$ cat config.mk
export PLATFORM = sky130hd
export DESIGN_NAME = tuning_word_meter
export DESIGN_NICKNAME = d
export VERILOG_FILES = /design/src/rtl/dds_pkg.sv /design/src/rtl/step_divider.sv /design/src/rtl/tuning_word_meter.sv
export SDC_FILE = /design/constraint.sdc
export NUM_CORES = 1
export LEC_CHECK = 0
export ABC_AREA = 1
export CAP_MARGIN = 30
export CORE_MARGIN = 4
export CORE_UTILIZATION = 55
export DETAILED_ROUTE_END_ITERATION = 8
export PLACE_DENSITY = 0.78
export SLEW_MARGIN = 20
export SYNTH_ARGS = -nofsm -noshare
export SYNTH_HDL_FRONTEND = slang
export SYNTH_SLANG_ARGS = --single-unit
$ cat constraint.sdc
create_clock -name clk -period 1.9 [get_ports clk]
set_input_delay 0.19 -clock clk [delete_from_list [all_inputs] [get_ports clk]]
set_output_delay 0.19 -clock clk [all_outputs]
set_load 0.005 [all_outputs]
$ cat src/rtl/dds_pkg.sv
// Definitions shared by the DDS generators and the tuning-word meter.
package dds_pkg;

  // Tuning-word width, identical to the DDS phase accumulators.
  localparam int STEP_W = 32;

  localparam logic [15:0] MID_DEFAULT = 16'h8000;

  typedef enum logic [2:0] {
    ST_IDLE    = 3'd0,
    ST_ARM     = 3'd1,
    ST_MEASURE = 3'd2,
    ST_DIVIDE  = 3'd3,
    ST_DONE    = 3'd4
  } meter_state_e;

endpackage

$ cat src/rtl/step_divider.sv
// Restoring divider: quotient = 2^(STEP_W+EXP) / divisor, one bit per clock, MSB first.
// The caller guarantees divisor > 2^EXP so the quotient fits in STEP_W bits.
module step_divider
  import dds_pkg::*;
#(
  parameter int DIV_W = 24,
  parameter int EXP   = 4
) (
  input  logic              clk,
  input  logic              reset,
  input  logic              start,
  input  logic [DIV_W-1:0]  divisor,
  output logic              done,
  output logic [STEP_W-1:0] quotient
);

  localparam int RW = DIV_W + 1;
  localparam int BW = $clog2(STEP_W);
  localparam logic [BW-1:0] LAST_BIT = BW'(STEP_W - 1);

  logic [DIV_W-1:0]  div_reg;
  logic [RW-1:0]     rem_reg;
  logic [RW-1:0]     rem_next;
  logic [RW-1:0]     rem_shift;
  logic [STEP_W-1:0] quo_reg;
  logic [STEP_W-1:0] quo_next;
  logic [BW-1:0]     bit_reg;
  logic              run_reg;
  logic              fits;

  // Dividend bits below 2^STEP_W are all zero, so each step only doubles the remainder.
  always_comb begin
    rem_shift = {rem_reg[RW-2:0], 1'b0};
    fits      = rem_reg[RW-1] | (rem_shift >= {1'b0, div_reg});
    rem_next  = fits ? (rem_shift - {1'b0, div_reg}) : rem_shift;
    quo_next  = {quo_reg[STEP_W-2:0], fits};
  end

  always_ff @(posedge clk) begin
    if (!reset) begin
      run_reg <= 1'b0;
      bit_reg <= '0;
      rem_reg <= '0;
      quo_reg <= '0;
      div_reg <= '0;
    end else if (start) begin
      run_reg <= 1'b1;
      bit_reg <= '0;
      rem_reg <= RW'(1) << EXP;
      quo_reg <= '0;
      div_reg <= divisor;
    end else if (run_reg) begin
      rem_reg <= rem_next;
      quo_reg <= quo_next;
      bit_reg <= bit_reg + 1'b1;
      if (bit_reg == LAST_BIT) begin
        run_reg <= 1'b0;
      end
    end
  end

  // Combinational so the caller can step to its result state on the final bit's edge.
  assign done     = run_reg && (bit_reg == LAST_BIT);
  assign quotient = quo_reg;

endmodule

$ cat src/rtl/tuning_word_meter.sv
// Measures the period of a 16-bit sample stream over 2^NCYC_LOG2 midscale crossings
// and converts it into the DDS tuning word that would regenerate that frequency.
module tuning_word_meter
  import dds_pkg::*;
#(
  parameter int          NCYC_LOG2 = 4,
  parameter int          CNT_W     = 24,
  parameter logic [15:0] HYST      = 16'd256,
  parameter logic [15:0] MID       = MID_DEFAULT
) (
  input  logic              clk,
  input  logic              reset,
  input  logic              enable,
  input  logic [15:0]       sample_in,
  output logic [STEP_W-1:0] step_out,
  output logic              step_valid,
  output logic              timeout,
  output logic              busy
);

  localparam logic [2:0] IDLE    = ST_IDLE;
  localparam logic [2:0] ARM     = ST_ARM;
  localparam logic [2:0] MEASURE = ST_MEASURE;
  localparam logic [2:0] DIVIDE  = ST_DIVIDE;
  localparam logic [2:0] DONE    = ST_DONE;

  localparam int                NC_W        = NCYC_LOG2 + 1;
  localparam logic [CNT_W-1:0]  CNT_MAX     = '1;
  localparam logic [CNT_W-1:0]  N_CNT       = CNT_W'(2 ** NCYC_LOG2);
  localparam logic [NC_W-1:0]   NCROSS_LAST = NC_W'(2 ** NCYC_LOG2 - 1);
  localparam logic [15:0]       ARM_LEVEL   = MID - HYST;

  logic [15:0]       s_q;
  logic              armed_reg;
  logic              crossing;
  logic [2:0]        state_reg, state_next;
  logic [CNT_W-1:0]  cnt_reg, cnt_next;
  logic [CNT_W-1:0]  wait_reg, wait_next;
  logic [NC_W-1:0]   ncross_reg, ncross_next;
  logic [STEP_W-1:0] result_reg, result_next;
  logic              from_div_reg, from_div_next;
  logic              tmo_reg, tmo_next;
  logic              div_start;
  logic              div_done;
  logic [STEP_W-1:0] div_q;

  assign crossing = armed_reg && (s_q >= MID);
  assign busy     = (state_reg != IDLE);

  always_comb begin
    state_next    = state_reg;
    cnt_next      = cnt_reg;
    wait_next     = wait_reg;
    ncross_next   = ncross_reg;
    result_next   = result_reg;
    from_div_next = from_div_reg;
    tmo_next      = tmo_reg;
    div_start     = 1'b0;
    case (state_reg)
      IDLE: begin
        wait_next = '0;
        if (enable) begin
          state_next = ARM;
        end
      end
      ARM: begin
        if (!enable) begin
          state_next = IDLE;
        end else if (crossing) begin
          state_next  = MEASURE;
          cnt_next    = CNT_W'(1);
          ncross_next = '0;
        end else if (wait_reg == CNT_MAX) begin
          result_next   = '0;
          from_div_next = 1'b0;
          tmo_next      = 1'b1;
          state_next    = DONE;
        end else begin
          wait_next = wait_reg + 1'b1;
        end
      end
      MEASURE: begin
        // Limit is checked before counting so cnt never wraps.
        if (cnt_reg == CNT_MAX) begin
          result_next   = '0;
          from_div_next = 1'b0;
          tmo_next      = 1'b1;
          state_next    = DONE;
        end else begin
          cnt_next = cnt_reg + 1'b1;
          if (crossing) begin
            ncross_next = ncross_reg + 1'b1;
            if (ncross_reg == NCROSS_LAST) begin
              tmo_next = 1'b0;
              if (cnt_reg <= N_CNT) begin
                // Input at or above clk rate: quotient would not fit.
                result_next   = '1;
                from_div_next = 1'b0;
                state_next    = DONE;
              end else begin
                div_start     = 1'b1;
                from_div_next = 1'b1;
                state_next    = DIVIDE;
              end
            end
          end
        end
      end
      DIVIDE: begin
        if (div_done) begin
          state_next = DONE;
        end
      end
      DONE: begin
        wait_next  = '0;
        state_next = enable ? ARM : IDLE;
      end
      default: begin
        state_next = IDLE;
      end
    endcase
  end

  always_ff @(posedge clk) begin
    if (!reset) begin
      // Midscale neither arms nor crosses, so a high input after reset is not a crossing.
      s_q          <= MID;
      armed_reg    <= 1'b0;
      state_reg    <= IDLE;
      cnt_reg      <= '0;
      wait_reg     <= '0;
      ncross_reg   <= '0;
      result_reg   <= '0;
      from_div_reg <= 1'b0;
      tmo_reg      <= 1'b0;
      step_out     <= '0;
      step_valid   <= 1'b0;
      timeout      <= 1'b0;
    end else begin
      s_q <= sample_in;
      if (crossing) begin
        armed_reg <= 1'b0;
      end else if (s_q < ARM_LEVEL) begin
        armed_reg <= 1'b1;
      end
      state_reg    <= state_next;
      cnt_reg      <= cnt_next;
      wait_reg     <= wait_next;
      ncross_reg   <= ncross_next;
      result_reg   <= result_next;
      from_div_reg <= from_div_next;
      tmo_reg      <= tmo_next;
      step_valid   <= (state_reg == DONE);
      if (state_reg == DONE) begin
        step_out <= from_div_reg ? div_q : result_reg;
        timeout  <= tmo_reg;
      end
    end
  end

  step_divider #(
    .DIV_W (CNT_W),
    .EXP   (NCYC_LOG2)
  ) u_div (
    .clk      (clk),
    .reset    (reset),
    .start    (div_start),
    .divisor  (cnt_reg),
    .done     (div_done),
    .quotient (div_q)
  );

endmodule

==> metrics list <==
- Worst clock skew on the final layout: about 17 ps
* Area of the die: between 20000 and 25000 µm²
- I/O pin cnt: between 50 and 60
* Number of distinct library cells after synthesis: between 40 and 50
* Internal portion of total power: between 0.006 and 0.007 W
* Non-filler instance count after layout: about 2100
* Worst path setup slack after routing: -324 ps
- Max-cap violations in this run came to 0.
- Number of diodes added for antenna fixing: 0
* Number of sinks on the clock net: 189
- Post-route cell area: 15500 µm²
- Overflow left after global routing: 0
- The critical path in this run is classified as register to register.
* Vias in the first global route: approximately 11000
- The detail route stage leaves a number of antenna-violating nets equal to 0.
- Dominant synthesized flop cell: dfxtp_1
- Reg2reg end: u_div.rem_reg[11]
- Counting tap cells, the placed design contains a total of just over 2000 instances.
- Result of the run: finished, violations left
* Per-instance average area after synthesis: 6.71 µm²
- Worst Reg-to-Reg Cells: 14
- From left edge to right edge, the die measures 148 µm.
* Worst hold path cell count: 3
- Start point of the worst hold path: reset
- Among all cell types in the netlist, the one instantiated most often is nand2_1.
* Largest area contributor in the synthesized netlist: dfxtp_1
* Type of the worst min-delay path: input pin to register
* Fraction of layout cells with a size suffix above 1: 0.328
- The net count of the finished layout is 1918.
- In this run the deepest clock path goes through 2 buffers.
* Hold Violations, Final: 0
- For this design the ratio of total power to cell area is just under 600 nW/µm².
* Synthesis-stage register bit count: 189
- Maximum vdd drop: a little under 0.7 mV
- The share of the Yosys chip area taken by registers is 0.352.
- Dividing the detail-routed wire length by the instance count gives between 15 and 20 µm.
* Worst-case hold slack: about 210 ps
* Vias/cell: just over 6
* Number of iterations in the first detailed-routing pass: 9
- Weighted congestion at the end of routability-driven global placement: 0.942
- Data required time at the worst endpoint: approximately 2200 ps
- TritonCTS built the clock tree.
- STA classifies the critical path endpoint as a register.
- Mapped Area: 10700 µm²
* Worst min-delay path endpoint: step_out[24]
- Relative slew margins: 0.648
* Cell with the largest stage delay on the worst path: dfxtp_2
- Of the post-synthesis cell area, the dominant cell type holds 0.352.
* Most area-consuming cells after synthesis: dfxtp_1, nand2_1, inv_1
- The H-tree generated during clock tree synthesis spans 4 levels.
- In this run, synthesis inferred 0 flip-flops with an integrated enable.
- Number of core rows: 50
- Pin count of the biggest net entering global routing: 67
- Final Critical Period: ~2200 ps
- The analysis attributes to cell leakage a power of about 6.4 nW.
- Based on the critical path, the design can be clocked at up to about 0.45 GHz.
- The critical path goes through inv_2 > ha_4 > nand2_1 > inv_2 > nand2_2 > nor2_4 > nand2_2 > nor3_4 > nor2_4 > buf_12 > nand2_4 > nand2_1 > nand3_1 > a21oi_2.
- Violated checks: DRC, setup timing
- The tree is rooted in a clkbuf_16.
- Number of buffers created by CTS: 17
* Number of DRC violations after detailed routing: 12
- Area growth syn-to-layout: 44.0%
- RSZ-0062 raised after global routing: true
- Overall Global Routing Usage: 0.273
- For the pin with the worst max-slew slack, the measured transition is 523 ps.
* Port-buffer cells: 45
* Async SR Flop Fraction: 0
- For this run, the number of Yosys warnings is 0.
- Adding up every negative setup slack in the final design gives -19560 ps.
* Slack of the worst reg-to-reg path: -320 ps
* Floorplan die height: 148 µm
- The wire-length estimate of the detail-placed layout is between 20 and 25 mm.
* Setup-violating endpoint count in the final report: approximately 130
- The number of pins with negative max-slew slack in the final report is 0.
* Startpoint type of the worst setup path: register
- Routed via count: 12966
* Launch point of the worst reg-to-reg path: u_div.div_reg[15]
- Clock-pin slew was measured on the worst setup and hold paths at around 80 ps.
- For this run, the slowest stage of the critical path takes around 340 ps.
- Of the total power, registers draw 0.456.
* Starting density of the core: 0.567
- The number of nets in the synthesized netlist is between 1500 and 2000.
* Arrival time reported for the critical path endpoint: between 2000 and 3000 ps
* Pre-CTS setup slack: -244 ps
- Switching fraction of total power: 0.287
* Highest net fanout along the worst path: 13
- Part of the total power dissipated in combinational logic: 0.129
* Final Routed Wirelength: roughly 42 mm
* Floorplan core area: between 15000 and 20000 µm²
- Period utilisation layout: 1.17
* Net Switching: roughly 0.0026 W
- Clock latency at the later pin of the worst-skew pair: between 400 and 500 ps
* Post-synthesis cell count: about 1600
- The share of total power dissipated in the clock network is 0.414.
- Antenna violations before repair: 0
- First DRT Iteration DRCs: roughly 1600
- Leading cell types by count after synthesis: nand2_1, inv_1, dfxtp_1
* Placed standard-cell area: approximately 13000 µm²
- Wire length of the first global-routing pass: 49.6 mm
## worst max-delay path by stage
stage / from / slack (ps) / depth (start not counted) / endpoint
after floorplan: cnt_reg[0] / 2 / 12 / cnt_reg[3]
after global placement: u_div.div_reg[16] / -170 / 13 / u_div.rem_reg[11]
after detailed placement: u_div.div_reg[15] / -240 / 13 / u_div.rem_reg[2]
after CTS: u_div.div_reg[4] / -150 / 13 / u_div.rem_reg[13]
after global routing: u_div.div_reg[15] / -370 / 14 / u_div.rem_reg[11]
final: u_div.div_reg[15] / -320 / 14 / u_div.rem_reg[11]
## cell type report
class,instances,area [µm²]
Timing Repair Buffer,310,2980
Fill cell,1009,3470
Tap cell,260,325
Sequential cell,189,3830
Clock buffer,18,439
Multi-Input combinational cell,1147,6970
Inverter,202,776
Clock inverter,14,168
## critical path: cells and delay by family, from the launching register on
| kind | cells | cell delay, ps |
|---|---|---|
| buffers and inverters | 3 | 280 |
| and+or+nand+nor | 9 | 1090 |
| adders and majority gates | 1 | 320 |
| DFF | 1 | 340 |
| AOI/OAI and AO/OA | 1 | 70 |
## cell usage in the layout, fill, tap and decap left out, types with 13 or more instances in the layout
master and instances:
clkbuf_16 30, nand2_1 443, nor2_2 19, inv_1 163
nor3_1 22, xor2_1 25, a21oi_1 65, nor2_1 98
buf_4 214, buf_6 15, dfxtp_2 27, inv_2 33
nand3_1 102, a21oi_2 74, xnor2_1 13, buf_12 15
o21ai_2 14, o21ai_1 13, nand4_1 18, nand2_2 30
ha_4 26, o21ai_0 45, clkdlybuf4s50_1 44, dfxtp_1 159
a31oi_1 32
## what timing repair did
action / CTS / global route
hold buffers: 0 / 0
buffers inserted: 1 / 39
cloned: 0 / 20
setup endpoints to repair: 106 / 139
resized for setup: 48 / 282
pin swaps: 6 / 58
## routing by layer
layer / vias up / part of all wire / track usage
li1: 5693 / - / -
met5: - / 0 / 0
met1: 5876 / 0.35 / 0.332
met2: 1035 / 0.46 / 0.471
met4: 0 / 0.082 / 0.134
met3: 362 / 0.11 / 0.0426
## power groups by stage
stage	sequential [W]	clock, W	combinational (W)
after global placement	0.00415	0	0.000724
final	0.00408	0.00370	0.00116
after floorplan	0.00415	0	0.000407
after detailed placement	0.00415	0	0.000737
after CTS	0.00406	0.00366	0.000760
after global routing	0.00408	0.00387	0.00121
## cell families (layout without fill, tap and decap cells)
logic type	Yosys count	in the layout	synth area share
fa+ha+maj	32	32	0.0379
flops	189	189	0.352
buf+inv	272	544	0.105
simple gates	810	816	0.325
xor+xnor	38	38	0.0310
compound gates	261	261	0.149
## stage by stage
step	total power, W	util
6_report	0.00894	0.817
3_5_place_dp	0.00489	0.678
2_1_floorplan	0.00456	-
5_1_grt	0.00916	0.817
4_1_cts	0.00848	0.725
3_3_place_gp	0.00487	0.678
Power figures use the tool's default switching activity.
